`src/rtl/sym_err_counter.sv`:
```
// sym_err_counter: symbol and bit error counter for an LFSR loopback link.
// The reference symbol stream is delayed by DELAY enabled samples and compared
// with the slicer decisions. Errors are accumulated over one LFSR period, which
// is delimited by cycle_start. Totals are latched once per period.
//
// Optional feature macro: SYM_ERR_BIT_COUNT_EN
//   defined     - popcount datapath and bit error accumulator are built.
//   not defined - no bit error logic; bit_err_count is tied to 0.
//
// Handshake: there is no back-pressure. result_valid is a one-clk pulse that
// marks the cycle in which sym_total/sym_err_count/bit_err_count/error_free
// take new values. Those outputs then hold until the next pulse.
module sym_err_counter #(
    parameter int DELAY = 8,
    parameter int CNT_W = 22
) (
    input  logic             clk,
    input  logic             reset,
    input  logic             clk_en,
    input  logic [3:0]       ref_sym,
    input  logic [3:0]       rx_sym,
    input  logic             cycle_start,
    output logic [CNT_W-1:0] sym_total,
    output logic [CNT_W-1:0] sym_err_count,
    output logic [CNT_W+1:0] bit_err_count,
    output logic             result_valid,
    output logic             error_free
);

    localparam logic [1:0] ST_FILL  = 2'd0;
    localparam logic [1:0] ST_SYNC  = 2'd1;
    localparam logic [1:0] ST_COUNT = 2'd2;

    localparam logic [5:0] FILL_LAST = 6'(DELAY - 1);

    // Current FSM state; kept as a plainly named signal so checkers can bind to it.
    logic [1:0]       state;
    logic [5:0]       fill_cnt;
    logic [3:0]       dly [DELAY];
    logic [3:0]       ref_d;
    logic             sym_err;
    logic             load_win;
    logic             latch_win;
    logic             accum;
    logic [CNT_W-1:0] acc_total;
    logic [CNT_W-1:0] acc_sym;
    logic [CNT_W-1:0] acc_total_nxt;
    logic [CNT_W-1:0] acc_sym_nxt;

    assign ref_d   = dly[DELAY-1];
    assign sym_err = (ref_d != rx_sym);

    // A window opens on the first qualified cycle_start after FILL and on every
    // later one; only those seen in COUNT close a window and publish results.
    assign load_win  = clk_en && cycle_start && ((state == ST_SYNC) || (state == ST_COUNT));
    assign latch_win = clk_en && cycle_start && (state == ST_COUNT);
    assign accum     = clk_en && !cycle_start && (state == ST_COUNT);

    // Reference delay line: advances once per enabled sample, zeroed on reset.
    always_ff @(posedge clk) begin
        if (reset) begin
            for (int i = 0; i < DELAY; i++) begin
                dly[i] <= 4'd0;
            end
        end else if (clk_en) begin
            dly[0] <= ref_sym;
            for (int i = 1; i < DELAY; i++) begin
                dly[i] <= dly[i-1];
            end
        end
    end

    // Control FSM: fill the delay line, wait for a period boundary, then count forever.
    always_ff @(posedge clk) begin
        if (reset) begin
            state    <= ST_FILL;
            fill_cnt <= 6'd0;
        end else if (clk_en) begin
            case (state)
                ST_FILL: begin
                    if (fill_cnt == FILL_LAST) begin
                        state <= ST_SYNC;
                    end else begin
                        fill_cnt <= fill_cnt + 6'd1;
                    end
                end
                ST_SYNC: begin
                    if (cycle_start) begin
                        state <= ST_COUNT;
                    end
                end
                ST_COUNT: begin
                    state <= ST_COUNT;
                end
                default: begin
                    state <= ST_FILL;
                end
            endcase
        end
    end

    // Saturating increments for the symbol counters.
    always_comb begin
        acc_total_nxt = acc_total;
        acc_sym_nxt   = acc_sym;
        if (acc_total != '1) begin
            acc_total_nxt = acc_total + CNT_W'(1);
        end
        if (sym_err && (acc_sym != '1)) begin
            acc_sym_nxt = acc_sym + CNT_W'(1);
        end
    end

    // Symbol accumulators: the cycle_start sample is the first sample of a new window.
    always_ff @(posedge clk) begin
        if (reset) begin
            acc_total <= '0;
            acc_sym   <= '0;
        end else if (load_win) begin
            acc_total <= CNT_W'(1);
            acc_sym   <= CNT_W'(sym_err);
        end else if (accum) begin
            acc_total <= acc_total_nxt;
            acc_sym   <= acc_sym_nxt;
        end
    end

    // Result registers: copy the closing window and pulse result_valid for one clk.
    always_ff @(posedge clk) begin
        if (reset) begin
            sym_total     <= '0;
            sym_err_count <= '0;
            result_valid  <= 1'b0;
            error_free    <= 1'b0;
        end else begin
            result_valid <= latch_win;
            if (latch_win) begin
                sym_total     <= acc_total;
                sym_err_count <= acc_sym;
                error_free    <= (acc_sym == '0) && (acc_total != '0);
            end
        end
    end

`ifdef SYM_ERR_BIT_COUNT_EN
    logic [3:0]       diff;
    logic [2:0]       bit_err;
    logic [CNT_W+1:0] acc_bit;
    logic [CNT_W+2:0] acc_bit_sum;
    logic [CNT_W+1:0] acc_bit_nxt;

    assign diff    = ref_d ^ rx_sym;
    assign bit_err = 3'(diff[0]) + 3'(diff[1]) + 3'(diff[2]) + 3'(diff[3]);

    // Saturating add of this sample's bit errors.
    always_comb begin
        acc_bit_sum = {1'b0, acc_bit} + (CNT_W+3)'(bit_err);
        acc_bit_nxt = acc_bit_sum[CNT_W+1:0];
        if (acc_bit_sum[CNT_W+2]) begin
            acc_bit_nxt = '1;
        end
    end

    // Bit error accumulator and its latched copy, aligned with the symbol path.
    always_ff @(posedge clk) begin
        if (reset) begin
            acc_bit       <= '0;
            bit_err_count <= '0;
        end else begin
            if (load_win) begin
                acc_bit <= (CNT_W+2)'(bit_err);
            end else if (accum) begin
                acc_bit <= acc_bit_nxt;
            end
            if (latch_win) begin
                bit_err_count <= acc_bit;
            end
        end
    end
`else
    assign bit_err_count = '0;
`endif

endmodule
```
`config.mk`:
```
export PLATFORM = sky130hd
export DESIGN_NAME = sym_err_counter
export DESIGN_NICKNAME = d
export VERILOG_FILES = /design/src/rtl/sym_err_counter.sv
export SDC_FILE = /design/constraint.sdc
export NUM_CORES = 1
export LEC_CHECK = 0
export BUFFER_PORTS_ARGS = -buffer_cell sky130_fd_sc_hd__buf_2
export CAP_MARGIN = 20
export CELL_PAD_IN_SITES_DETAIL_PLACEMENT = 0
export CELL_PAD_IN_SITES_GLOBAL_PLACEMENT = 2
export CORE_MARGIN = 3
export CORE_UTILIZATION = 35
export DETAILED_ROUTE_END_ITERATION = 16
export PLACE_DENSITY = 0.9
export SYNTH_ARGS = -nofsm -noshare
export SYNTH_HDL_FRONTEND = slang
export SYNTH_SLANG_ARGS = --single-unit
```
`constraint.sdc`:
```
create_clock -name clk -period 2.65 [get_ports clk]
set_clock_uncertainty 0.1 [all_clocks]
set_input_delay 0.1325 -clock clk [delete_from_list [all_inputs] [get_ports clk]]
set_output_delay 0.1325 -clock clk [all_outputs]
set_load 0.02 [all_outputs]
```
Word level (Yosys, flattened, before mapping)
Memories as Yosys holds them, arrays and structs flattened.
Index checks and enable logic that the tools add are counted.
Storage, ports and cells
  word-level logic and storage cells: 75
  flip-flop bits (word level): 98
  memory bits (writable): 32
  memories: 1
  bits of input ports: 12
  output and inout port bits: 70
Cells by class
  muxes and demuxes: 22
  bitwise operators: 9
  reduce and logical (&&, ||, !) cells: 22
  add/sub/neg operators: 3
  equality and inequality tests: 8
Memory list
  dly: depth 8, bits a word 4, rd ports 8, clocked after memory_dff 0, write ports 8, RTL line 39  | logic [3:0] dly [DELAY];
Operators with widths (number)
  22-bit by 1-bit adder with 22-bit output, second input constant: 2
  22-bit != test, second input constant: 2
  4-bit 2-to-1 mux: 8
  22-bit logical NOT: 1
  22-bit nonzero test: 1
  1-bit 2-to-1 mux: 11
  1-bit OR: 8
  2-bit AND reduction: 4
  1-bit logical AND: 7
  6-bit by 1-bit adder with 6-bit output, second input constant: 1
  6-bit by 3-bit == test with 1-bit output, second input constant: 1
  2-bit case mux with 3 select lines: 1
  3-bit AND reduction: 2
  2-bit nonzero test: 3
  2-bit 2-to-1 mux: 2
  2-bit != test, second input constant: 2
  4-bit != test: 1
  2-bit by 1-bit == test with 1-bit output, second input constant: 1
  2-bit == test, second input constant: 1
  2-bit logical NOT: 1
  2-bit OR reduction: 1
  1-bit logical NOT: 1
  1-bit logical OR: 1
  1-bit inverter: 1

Longest topological paths before layout
Gate-level depths: netlist (run 1).
An unclocked memory read counts as a cell.
  depth in word-level cells: 6
  depth in mapped cells: 9
  gate-level depth less buffers: 7

Worst setup path before layout (run 1)
No wires, ideal clock.
  path type: reg2reg
  start: register acc_sym[0]
  end: register acc_sym[17]
  library setup time: 74 ps
  stages on the path, launching flop included: 7
  buffers on the path: 0
  slack: 489 ps
  arrival: 1987 ps
  cell sequence: dfxtp_1 ha_1 and2_2 and2_2 a2111o_1 or4_1 o21ai_0
On the way
  longest elaborated chain between the ends: 3
  elaborated cells between the ends (all ways): 4
  those cells by class: add/sub (1); eq/ne (1); reduce/logical (2)
Ends and longest elaborated chain
  from (decl): RTL line 46  | logic [CNT_W-1:0] acc_sym;
  from (signal assigned): RTL line 121  | acc_sym <= CNT_W'(sym_err);
  from (signal assigned): RTL line 124  | acc_sym <= acc_sym_nxt;
  parallel branches: the longest is 3 deep, another holds 22-bit by 1-bit adder with 22-bit output
Several ways; the timed one is not identified.
A chain may end at the register's enable or synchronous reset.

Worst setup path in the final report (run 1)
  start: register acc_sym[0]
  end: register acc_sym[15]
Same word-level chain as after synthesis.

==> metrics.txt, run 1 <==
status completed; die height approximately 130 um; setup TNS 0 ps; most frequent cells after synthesis nand2_1 (121), dfxtp_1 (98), a21oi_1 (66); CP required roughly 2900 ps; Largest stage delay, worst path between 500 and 600 ps; Routed WL per cell around 14 um; Max IR drop VDD between 0.4 and 0.5 mV; dpl hpwl roughly 9000 um; Cell Count, Final, Fillers Out 929; Worst-Margin Slew 728 ps; synthesis warning total 0; final setup fails 0; ANT nets after route 0; ant diodes 0; Setup Fix Bufs, Post-CTS 0; Post-synth ARST share 0%; CTS H-tree depth 4; Final Hold Vio Count 0; Rows 46; die area between 0.015 and 0.02 mm2; largest net degree at the start of global routing 48; buffer and inverter count on the worst path 0; Placer Congestion 0.818; Residual DRC 0; Crit. path cell count 6; DRT iter0 DRCs around 270; Initial Util between 30% and 40%; CTS tree yes; number of flops mapped to enable cells by yosys 32; crit path to acc_sym[15]; Clock transition at path regs roughly 60 ps; core area around 0.016 mm2; area grow syn2layout 18.9%; Slew Viols, Final 0; post-synthesis sequential area ratio ~50%; Setup crit end kind flip-flop; RSZ-0062 raised after global routing false; startpoint types flip-flop; io pins between 80 and 90; Final WS setup approximately 280 ps; initial antenna violation count 0; Avg Inst Size Synth around 9 um2; critical path class flip-flop to flip-flop; fin area slightly below 0.007 mm2; Slew HR 51.5%; Worst EP arrival between 2000 and 3000 ps; Cell Pwr Density roughly 700 mW/mm2; worst slack at placement 323 ps; Area contributors post-synth dfxtp_1 (34%), edfxtp_1 (17%), nand2_1 (7.8%), a21oi_1 (5.7%), buf_4 (3.5%); fin crit share slightly below 90%; reg2reg end acc_sym[15]; synthesized flop and latch total 130; fillers ~1600; vias in the first global route roughly 4400; delay-heaviest family, CP simple AND/OR/NAND/NOR gates; share of cells above drive strength 1 around 16%; Final Routed Wirelength between 10000 and 15000 um; CTS Buf Count 17; vias per inst between 4 and 5; final net count 720; most common cell in the netlist nand2_1; insertion delay to the later sink of the worst-skew pair 410 ps; crit path from acc_sym[0]; Overflow after GRT 0; CTS max path bufs 2; Cell Area, Placed about 0.0062 mm2; P_leak 2.60 nW; Total GRT Usage between 10 and 15%; CP most frequent cell and2_2; Reg2Reg Depth 6; Period minus WS final about 2400 ps; MaxCap Viol Count 0; Synth cell types 53; slowest stage cell, crit path a2111o_1; Die Wd 135 um; Cell Chain, Critical Path ha_1 > and2_2 > and2_2 > a2111o_1 > or4_1 > a21oi_1; Synth top area share 33.7%; DR pass1 iterations 4; R2R Setup Slk about 280 ps; clock root cell clkbuf_16; first-pass GRT wire length around 22000 um; mapped cell area a little under 0.006 mm2; IO buf count 57; crit path max fanout 10; Gate Count Post-Synth 646; Yosys top cell by area dfxtp_1; Min-Delay Path Class primary input to flip-flop; vias roughly 4600; ys flop type dfxtp_1; DP Cell Count 892; Sink Count 130; worst reg2reg path startpoint acc_sym[0]; fmax roughly 420 MHz
cell families (layout without fill, tap and decap cells):
family / after synthesis / count (layout) / synth area share (%)
fa+ha+maj: 8 / 8 / 1.72
buf+inv: 69 / 113 / 6.56
simple gates: 303 / 303 / 26.3
compound gates: 105 / 105 / 10.5
flops: 130 / 130 / 50.3
other cells: 1 / 24 / 0.0645
mux: 4 / 4 / 0.689
xor+xnor: 26 / 26 / 3.92
layout make-up:
class                      count  area (um2)  share of cell area (%)
sequential                   130        2920                    42.3
multi-input combinational    470        2600                    37.6
clock buffer                  20         479                    6.93
timing repair buffer          73         430                    6.23
tap                          216         270                    3.91
clock inverter                12         176                    2.55
inverter                       8        30.0                   0.435
cell usage in the layout (no fill, tap or decap), types with 9 or more instances in the layout:
master | netlist | routed
conb_1 | 1 | 24
nand3_1 | 21 | 20
or4_1 | 12 | 12
nand2_1 | 121 | 121
dfxtp_1 | 98 | 98
or3_1 | 10 | 10
a21oi_1 | 66 | 66
edfxtp_1 | 32 | 32
clkbuf_16 | 0 | 19
buf_4 | 27 | 10
nor2_1 | 34 | 34
xor2_1 | 11 | 11
and2_1 | 24 | 24
nor4_1 | 13 | 13
nor2b_1 | 9 | 9
nor3_1 | 10 | 10
o21ai_0 | 11 | 11
buf_2 | 2 | 57
nand4_1 | 15 | 15
xnor2_1 | 15 | 15
metrics by stage:
stage,hold slack [ps],total power [mW],util [%]
after floorplan,217,2.24,-
after global placement,314,2.25,38.6
after detailed placement,318,2.25,38.6
after CTS,32.2,4.83,43.0
after global routing,86.0,4.94,43.0
final,47.8,4.78,43.0
worst register-to-register path, cell delays in order (launching register included):
cell	delay, ps
dfxtp_1	380
ha_1	270
and2_2	210
and2_2	210
a2111o_1	530
or4_1	440
a21oi_1	150
layer usage:
layer	vias up	track usage, %	wire [um]
met3	11	3.99	740
met5	-	0	0
li1	2314	-	-
met1	2171	19.9	6030
met2	103	22.7	5880
met4	0	5.94	180
where the power goes:
group          switching (mW)  total [mW]  leakage, nW  internal [mW]
logic                  0.0966       0.133         1.14         0.0367
clock network           0.877        2.56        0.318           1.69
registers              0.0108        2.08         1.14           2.07
total                   0.984        4.78         2.60           3.80
worst min path at each step:
stage	start	to	depth (start not counted)
2_1_floorplan	reset	acc_sym[0]	2
3_3_place_gp	ref_sym[3]	dly[0][3]	2
3_5_place_dp	ref_sym[3]	dly[0][3]	2
4_1_cts	clk_en	acc_total[0]	3
5_1_grt	clk_en	acc_total[0]	3
6_report	clk_en	acc_total[0]	3
flip-flops by register name, indices dropped and copies added, names as in the netlist:
register / cells
dly: 32
acc_sym: 22
acc_total: 22
sym_err_count: 22
sym_total: 22
fill_cnt: 6
state: 2
error_free: 1
result_valid: 1
timing repair:
action / in CTS / in global routing
resized for setup: 0 / 0
hold buffers: 5 / 0
hold endpoints to repair: 5 / 0
No activity file was read; power rests on OpenSTA's default activity.
==> inputs of run 2 (changes only) <==
Settings changed: GPL_TIMING_DRIVEN set to 0, SLEW_MARGIN set to 20.
==> run 2 against run 1 <==
Effect of this change: design area rose by 3.2%; non-clock buffer count up 50; register-to-register slack is essentially flat; largest cell class unchanged.
==> metrics.txt, run 2 (synthesis results as in run 1) <==
status completed; crit path max fanout 32 (+22); Worst-Margin Slew 738 ps (+9.65 ps); startpoint types primary input; most common cell after layout, fill and taps aside nand2_1; ANT nets after route 0 (unchanged); vias in the first global route 4606 (+3.9%); overall power 4.64 mW (-2.8%); Cell Pwr Density 652 mW/mm2 (-5.8%); fmax 402 MHz (-4.9%); die area 0.0182 mm2 (unchanged); Routed WL per cell 14.2 um (+2.5%); Cell Area, Placed 0.00645 mm2 (+4.0%); dpl hpwl 9980 um (+13%); Largest stage delay, worst path 690 ps (+160 ps); fin util 44.4% (+1.4 points); core area 0.0161 mm2 (unchanged); slowest stage cell, crit path or2_2; most frequent cells in the layout nand2_1 (121), dfxtp_1 (98), a21oi_1 (66); final net count 770 (+6.9%); CTS Buf Count 17 (unchanged); DP Cell Count 941 (+5.5%); area occupied by registers 0.00292 mm2 (unchanged); Total GRT Usage 15.7% (+0.84 points); first-pass GRT wire length 22800 um (+4.4%); MaxCap Viol Count 0 (unchanged); Worst EP arrival 2430 ps (-170 ps); ant diodes 0 (unchanged); Sink Count 130 (unchanged); Setup crit end kind flip-flop; Rows 46 (unchanged); Die Wd 135 um (unchanged); Slew Viols, Final 0 (unchanged); largest register by flop count dly; CP most frequent cell clkbuf_1; Min-Delay Path Class primary input to flip-flop; Placer Congestion 0.824 (+0.73%); RSZ-0062 raised after global routing false; buffer and inverter count on the worst path 4 (+4); setup TNS 0 ps (unchanged); CTS max path bufs 2 (unchanged); largest net degree at the start of global routing 33 (-31%); vias per inst 4.89 (-1.1%); Max IR drop VDD 0.486 mV (+7.6%); worst slack at placement 138 ps (-185 ps); fillers 1622 (+1.1%); Final Hold Vio Count 0 (unchanged); initial antenna violation count 1 (+1); fin crit share 93.9% (+4.6 points); Cell Chain, Critical Path dlygate4sd3_1 > buf_2 > clkbuf_1 > clkbuf_1 > or2_2; CTS H-tree depth 4 (unchanged); DRT iter0 DRCs 287 (+4.7%); Multi-input gate area 0.00260 mm2 (about the same); Overflow after GRT 0 (unchanged); IO buf count 56 (-1.8%); vias 4792 (+4.2%); Initial Util 36.2% (unchanged); share of cells above drive strength 1 17.7% (+1.6 points); area grow syn2layout 22.6%; DR pass1 iterations 5 (+1); Period minus WS final 2490 ps (+121 ps); final hold slack 19.2 ps (-28.6 ps); Slew HR 50.8% (-0.64 points); delay-heaviest family, CP buffers and inverters; die height 135 um (unchanged); Clock transition at path regs 60 ps (about the same); insertion delay to the later sink of the worst-skew pair 410 ps (about the same); Final Routed Wirelength 13900 um (+8.0%); critical path class primary input to flip-flop; Cell Count, Final, Fillers Out 979 (+5.4%); CTS tree yes; CP required 2590 ps (-290 ps); Final WS setup 161 ps (-121 ps); max FFs per register 32 (unchanged); Residual DRC 0 (unchanged); P_leak 2.74 nW (+5.3%); fin area 0.00713 mm2 (+3.2%); io pins 82 (unchanged); clock root cell clkbuf_16; final setup fails 0 (unchanged)
run 2: cell types whose count changed in the layout (fill, tap and decap cells not counted), sizes merged:
cell         change
buf             +18
clkbuf          +35
inv              -1
dlygate4sd3      +1
bufinv           -2
clkinvlp         -1
run 2: power by group:
part           leakage, nW  internal (mW)  switching, mW
Sequential            1.14           2.07         0.0110
Combinational         1.29         0.0624          0.106
Clock                0.305           1.54          0.855
run 2: final cells by class:
class | instances | area share (%)
inverters | 8 | 0.421
repair buffers | 62 | 4.77
flip-flops and latches | 130 | 41.0
plain buffers | 61 | 4.93
well taps | 216 | 3.79
clock inverters | 8 | 1.37
multi-input cells | 470 | 36.5
clock buffers | 24 | 7.20
run 2: routing by layer:
metal / global-route usage, % / up-vias / wire length, um
li1: - / 2418 / -
met1: 20.6 / 2247 / 6480
met2: 24.8 / 105 / 6430
met3: 3.84 / 20 / 678
met4: 6.11 / 2 / 260
met5: 0 / - / 13
run 2: path summary, 6_finish.rpt:
kind / from / to / slack, ps / cells past startpoint
worst max-delay path: reset / dly[1][13] / 160 / 5
worst min-delay path: cycle_start / acc_total[0] / 20 / 3
worst max register to register: acc_sym[0] / acc_sym[17] / 280 / 6
worst min register to register: sym_err_count[4] / sym_err_count[4] / 350 / 2
run 2: what timing repair did:
action,4_1_cts,5_1_grt
hold buffers,6,0
resized for setup,0,1
endpoints found under the hold margin,6,0
buffers inserted,0,0
setup endpoints to repair,0,2
run 2: worst min-delay path, cell delays in order:
cell and delay, ps:
buf_2 130, nand3_1 140, a21oi_1 80
